===== src/rtl/siso.sv =====
// -----------------------------------------------------------------------------
// siso - parameterised serial-in, serial-out shift register.
//
// A delay line of DEPTH flip-flops that advances one stage on every rising
// edge of clk where shift_en is high. A bit captured on an enabled edge
// appears on serial_out DEPTH enabled edges later (counting the capture edge).
// Disabled edges hold every stage, so the delay is measured in enabled shifts,
// not clock cycles.
//
// Parameters:
//   DEPTH       number of register stages (>= 1)
//   INIT_VALUE  DEPTH-bit value loaded on reset; bit DEPTH-1 is the output stage
//
// Ports:
//   clk         clock, all state updates on the rising edge
//   rst         synchronous active-high reset, priority over shift_en
//   shift_en    shift enable
//   serial_in   serial data in, captured into stage 0 on an enabled edge
//   serial_out  serial data out, driven directly from stage DEPTH-1
// -----------------------------------------------------------------------------
module siso #(
   parameter int unsigned          DEPTH      = 4,
   parameter logic [DEPTH-1:0]     INIT_VALUE = '0
) (
   input  logic clk,
   input  logic rst,
   input  logic shift_en,
   input  logic serial_in,
   output logic serial_out
);

   logic [DEPTH-1:0] stage;

   // Per-stage loop rather than a concatenation so DEPTH=1 needs no
   // special-cased slice: the loop body simply never runs.
   always_ff @(posedge clk) begin
      if (rst) begin
         stage <= INIT_VALUE;
      end else if (shift_en) begin
         stage[0] <= serial_in;
         for (int unsigned i = 1; i < DEPTH; i++) begin
            stage[i] <= stage[i-1];
         end
      end
   end

   assign serial_out = stage[DEPTH-1];

endmodule


===== config.mk =====
export PLATFORM = sky130hd
export DESIGN_NAME = siso
export DESIGN_NICKNAME = d
export VERILOG_FILES = /design/src/rtl/siso.sv
export SDC_FILE = /design/constraint.sdc
export NUM_CORES = 1
export LEC_CHECK = 0
export CELL_PAD_IN_SITES_DETAIL_PLACEMENT = 0
export CELL_PAD_IN_SITES_GLOBAL_PLACEMENT = 1
export CORE_AREA = 2 2 39 41
export DETAILED_ROUTE_END_ITERATION = 12
export DIE_AREA = 0 0 41 43
export GPL_ROUTABILITY_DRIVEN = 0
export PLACE_DENSITY = 0.43
export SYNTH_ARGS = -nofsm -noshare
export SYNTH_HDL_FRONTEND = slang
export SYNTH_SLANG_ARGS = --single-unit

===== constraint.sdc =====
create_clock -name clk -period 0.99 [get_ports clk]
set_input_delay 0.099 -clock clk [delete_from_list [all_inputs] [get_ports clk]]
set_output_delay 0.099 -clock clk [all_outputs]
set_load 0.01 [all_outputs]

[Yosys cells after proc, flatten, opt, wreduce, memory -nomap -nowiden]
Cells that the tools add are included.
Storage, ports and cells
  register bits: 4
  output and inout port bits: 1

[Depth between registers and ports, before layout]
Gate-level depths: netlist of the first run.
  depth in word-level cells: 0
  depth in mapped cells: 3

[Least setup slack after synthesis of the first run]
Ideal clock, no wire load.
  kind: register to register
  start: reg stage[3] (netlist name)
  end: reg stage[3]
  library setup time: 0.114 ns
  arrival: 0.476 ns
  required time: 0.876 ns
  setup slack: 0.400 ns
  cell stages (with the launch flop): 3
  period minus slack after synthesis: 0.590 ns
  cells stage by stage: dfxtp_1 > mux2i_1 > nor2_1
RTL lines
  end signal, assigned by index: RTL line 42  | stage[i] <= stage[i-1];
  end, declared: RTL line 32  | logic [DEPTH-1:0] stage;

[Worst setup path in the final report of the first run]
  start: reg stage[3]
  end: out serial_out
RTL lines
  end, declared: RTL line 29  | output logic serial_out
No word-level cell between the ends.

==> results.md, run 1 <==
* Status: finished clean
* Largest net degree at the start of global routing at 5
* Worst path cell trace: dlygate4sd2_1
* Critical path's slowest cell: dfxtp_1
* Area of the multi-input gates at between 50 and 60 um2
* Port bufs at 4
* ANT nets after route at 0
* Synthesis-to-layout area growth at 54.5%
* Slew Limit Fails at 0
* CTS Buffer Depth at 2
* # setup viols final at 0
* Synth cell types at 4
* Layout cell share with drive strength beyond 1 at 15.8%
* DR pass1 iterations at 2
* Setup TNS at 0 ns
* # rows at 14
* Starting DRT DRC Count at 2
* FF+latch area at approximately 80 um2
* Worst-Margin Slew at between 0.2 and 0.25 ns
* Sequential cell area fraction in the yosys report at approximately 57%
* Reg2reg end: stage[0]
* Initial antenna violation count at 0
* RSZ-0062 raised after global routing: false
* Total track usage at between 4 and 5%
* Setup ws final at ~0.076 ns
* ANT cells at 0
* Vias in the first global route at 123
* FF+latch count, synth at 4
* Fill cells at about 160
* Nets at 25
* Cell Pwr Density at roughly 1800 nW/um2
* GRT overflow at 0
* Setup Fix Bufs, Post-CTS at 0
* Uppermost layer routed: met3
* TritonCTS clock tree: yes
* IR drop worst, VDD at 355 uV
* Synth Net Count at 17
* First-pass GRT wire length at 469 um
* Fin crit period at approximately 0.9 ns
* Slew HR at between 80% and 90%
* Top delay family on crit path: flip-flops
* Num Clock Sinks at 4
* Final Skew at between 0.0006 and 0.0007 ns
* Top reg by flops: stage
* Post-Syn Area at about 140 um2
* Critical setup path kind: register to output pin
* Worst Hold Class: input port to register
* Final Hold Fails at 0
* Fmax at approximately 1.1 GHz
* Period utilization at 92.3%
* Crit end category: output pin
* Die area at between 1500 and 2000 um2
* Vias post-DR at 105
* Post-Route WL at between 200 and 300 um
* Core area at roughly 1400 um2
* Worst stage delay on the critical path at 0.32 ns
* Biggest regs: stage x4
* Ys Warns at 0
* I/O Pins at 5
* Most frequent cells in the layout: 4 x mux2i_1, 4 x nor2_1, 4 x dfxtp_1
* Critical R2R Launch: stage[0]
* Met3 routed WL at between 30 and 40 um
* Data required, critical path at between 0.8 and 0.9 ns
* Inst Count DP at 32
* Non-filler instance count after layout at 35
* Arr. time, crit path at about 0.81 ns
* Hold path depth at 2
* CP max FO at 2
* Max Cap Viol at 0
* Clk pin slew, worst setup/hold paths at approximately 0.040 ns
* Crit start category: register
* Wire per inst at a little under 8 um
* Worst path bufs/invs at 1
* CTS Buf Count at 3
* Clock root cell: clkbuf_4
* DRC at 0
* Hold Path End: stage[1]
* Worst hold start: rst
* Die Span X at a little over 40 um
* Largest register FFs at 4
* Htree depth at 1
* Post-synthesis cell count at 13
* Setup slack, reg-to-reg at around 0.39 ns
* Starting Density at 10.1%
* Die Span Y at approximately 43 um
* Leakage power at about 0.096 nW
* Vias per cell at approximately 3.0
* Average size of a mapped cell at about 11 um2
* Metal2 WL at ~80 um
* Worst slack, placed at -0.111 ns
* Worst Reg-to-Reg Cells at 2
* Skew-Pair Late Insertion Delay at approximately 0.23 ns
* Met1 Wirelength at approximately 160 um
## layer usage
metal  track usage (%)  up-vias
li1                  -       54
met5                 0        -
met4              6.00        0
met2              3.75        5
met1              6.13       46
met3              4.71        0
## cell families after synthesis
kind of cell / Yosys count / synth area share, %
simple gates: 4 / 10.7
mux: 4 / 28.6
flops: 4 / 57.1
buf+inv: 1 / 3.57
## synth_stat cells
cell | instances | area share (%)
dfxtp_1 | 4 | 57
mux2i_1 | 4 | 29
nor2_1 | 4 | 11
clkbuf_2 | 1 | 3.6
## stage by stage
step	instance area, um2	power, mW	utilization, %	hold WS, ns
global route	216	0.425	15.6	0.530
finish	216	0.398	15.6	0.492
global placement	195	0.198	14.1	0.478
detailed placement	195	0.199	14.1	0.490
floorplan	140	0.184	-	0.171
CTS	216	0.414	15.6	0.489
## report_power, final
part / switching [mW] / internal (mW) / leakage, nW / total, mW
clock network: 0.0660 / 0.136 / 0.0138 / 0.202
registers: 0.00227 / 0.167 / 0.0325 / 0.169
logic: 0.0101 / 0.0171 / 0.0496 / 0.0272
## how the worst max path moves through the flow
stage | from | end | slack, ns | depth (start not counted)
floorplan | stage[3] | stage[3] | 0.40 | 2
global placement | shift_en | stage[3] | -0.08 | 3
detailed placement | shift_en | stage[0] | -0.11 | 3
CTS | stage[3] | serial_out | 0.06 | 1
global route | stage[3] | serial_out | 0.02 | 1
finish | stage[3] | serial_out | 0.08 | 1
## what timing repair did
action	4_1_cts	5_1_grt
hold buffers	0	0
setup endpoints to repair	1	0
hold endpoints to repair	0	0
gates resized for setup	1	0
## layout make-up
cell class	instances	share of cell area, %
clock buffer	3	10.4
multi-input combinational	8	25.4
sequential	4	37.0
tap	16	9.25
timing repair buffer	4	17.9
Note: power is estimated with default switching activity, not from simulation.
==> run 2, diff against run 1 <==
CTS_BUF_LIST = sky130_fd_sc_hd__clkbuf_16   (was unset)
==> run 2 against run 1 <==
Net effect: clock skew hardly changed; critical path depth stayed put; count of clock-buffer cells in the layout stayed put; utilization is 3.8 points higher; combinational power hardly changed; sequential power hardly changed; global-route usage is 0.20 points higher; die area stayed put; total power is 110% higher; critical path type unchanged; critical endpoint unchanged; largest power group unchanged; highest routed layer is now met4.
==> results.md, run 2 (synthesis gave the netlist of run 1 again) <==
* Status: finished clean
* Critical setup path kind: register to output pin
* Crit end category: output pin
* Arr. time, crit path at 0.80 ns (about the same)
* Setup Fix Bufs, Post-CTS at 0 (unchanged)
* Data required, critical path at 0.89 ns (about the same)
* TritonCTS clock tree: yes
* Die area at 1760 um2 (unchanged)
* Top reg by flops: stage
* ANT nets after route at 0 (unchanged)
* Die Span X at 41 um (unchanged)
* GR Util met3 at 4.71% (unchanged)
* Die Span Y at 43 um (unchanged)
* Port bufs at 4 (unchanged)
* CTS Buffer Depth at 2 (unchanged)
* Clock root cell: clkbuf_16
* Clk pin slew, worst setup/hold paths at 0.03 ns (about the same)
* First-pass GRT wire length at 496 um (+5.8%)
* Critical path's slowest cell: dfxtp_1
* Wire per inst at 8.06 um (+2.5%)
* Leakage power at 0.119 nW (+24%)
* Setup slack, reg-to-reg at 0.39 ns (about the same)
* Vias post-DR at 109 (+3.8%)
* Period utilization at 90.7% (-1.6 points)
* Crit start category: register
* GRT overflow at 0 (unchanged)
* Final Hold Fails at 0 (unchanged)
* Worst path bufs/invs at 1 (unchanged)
* Max Cap Viol at 0 (unchanged)
* RSZ-0062 raised after global routing: false
* Most frequent cells in the layout: 4 x mux2i_1, 4 x nor2_1, 4 x dfxtp_1
* Slew Limit Fails at 0 (unchanged)
* Slew HR at 83.8% (+0.35 points)
* Nets at 25 (unchanged)
* Fin crit period at 0.898 ns (-0.0155 ns)
* Vias in the first global route at 120 (-2.4%)
* Largest net degree at the start of global routing at 5 (unchanged)
* Skew-Pair Late Insertion Delay at 0.22 ns (about the same)
* IR drop worst, VDD at 792 uV (+120%)
* DR pass1 iterations at 2 (unchanged)
* # rows at 14 (unchanged)
* Inst Count DP at 32 (unchanged)
* CP max FO at 2 (unchanged)
* GRT Max-Usage Layer: met1
* Worst-Margin Slew at 0.242 ns (-0.00524 ns)
* Biggest regs: stage x4
* Setup ws final at 0.0919 ns (+0.0155 ns)
* Starting DRT DRC Count at 2 (unchanged)
* ANT cells at 0 (unchanged)
* Met1 Track Usage GR at 6.77% (+0.65 points)
* Initial antenna violation count at 0 (unchanged)
* # setup viols final at 0 (unchanged)
* Synthesis-to-layout area growth at 92.0%
* Vias per cell at 3.11 (+3.8%)
* Hold Slack at 0.495 ns (+0.00300 ns)
* Worst Hold Class: register to register
* Largest register FFs at 4 (unchanged)
* Core area at 1380 um2 (unchanged)
* CTS Buf Count at 3 (unchanged)
* Non-filler instance count after layout at 35 (unchanged)
* Worst slack, placed at -0.111 ns (unchanged)
* Worst path cell trace: dlygate4sd2_1
* Area after DPL at 195 um2 (unchanged)
* Top delay family on crit path: flip-flops
* M2 GR Usage at 3.75% (unchanged)
* Starting Density at 10.1% (unchanged)
* I/O Pins at 5 (unchanged)
* Cell Pwr Density at 3040 nW/um2 (+65%)
* Fmax at 1.11 GHz (+1.7%)
* Cell area after layout at 269 um2 (+24%)
* Post-Route WL at 282 um (+2.5%)
* Layout cell share with drive strength beyond 1 at 15.8% (unchanged)
* Setup TNS at 0 ns (unchanged)
* Num Clock Sinks at 4 (unchanged)
* Total track usage at 5.13% (+0.20 points)
* Htree depth at 1 (unchanged)
* DRC at 0 (unchanged)
* Final Skew at 0.000318 ns (-0.000300 ns)
* Worst stage delay on the critical path at 0.31 ns (about the same)
==> run 2: path summary, 6_finish.rpt <==
check / startpoint / end / cells past startpoint
setup reg to reg: stage[0] / stage[0] / 2
hold / removal: stage[1] / stage[1] / 2
hold reg to reg: stage[1] / stage[1] / 2
setup / recovery: stage[3] / serial_out / 1
==> run 2: per-layer routing <==
metal | part of all wire [%] | wire [um]
met2 | 28 | 79
met1 | 58 | 163
met4 | 2.1 | 6
met5 | 0 | 0
met3 | 11 | 32
==> run 2: cell type report <==
class / count / area [um2]
Tap cell: 16 / 20.0
Clock buffer: 3 / 75.1
Multi-Input combinational cell: 8 / 55.1
Timing Repair Buffer: 4 / 38.8
Fill cell: 154 / 1110
Sequential cell: 4 / 80.1
==> run 2: repair_timing <==
item	CTS	global route
setup endpoints to repair	1	0
gates resized for setup	1	0
hold buffers	0	0
==> run 2: through the flow <==
step	power (mW)	utilization, %
after global routing	0.849	19.4
after detailed placement	0.199	14.1
final	0.817	19.4
after global placement	0.198	14.1
after CTS	0.835	19.4
after floorplan	0.184	-
==> run 2: where the power goes <==
part | switching [mW] | internal (mW) | total, mW
registers | 0.00233 | 0.167 | 0.170
logic | 0.00998 | 0.0171 | 0.0271
clock network | 0.105 | 0.515 | 0.620
==> run 3, diff against run 2 <==
SLEW_MARGIN = 20   (was unset)
==> results of run 3 <==
Final layout, timing and power as in run 2 (identical DEF).
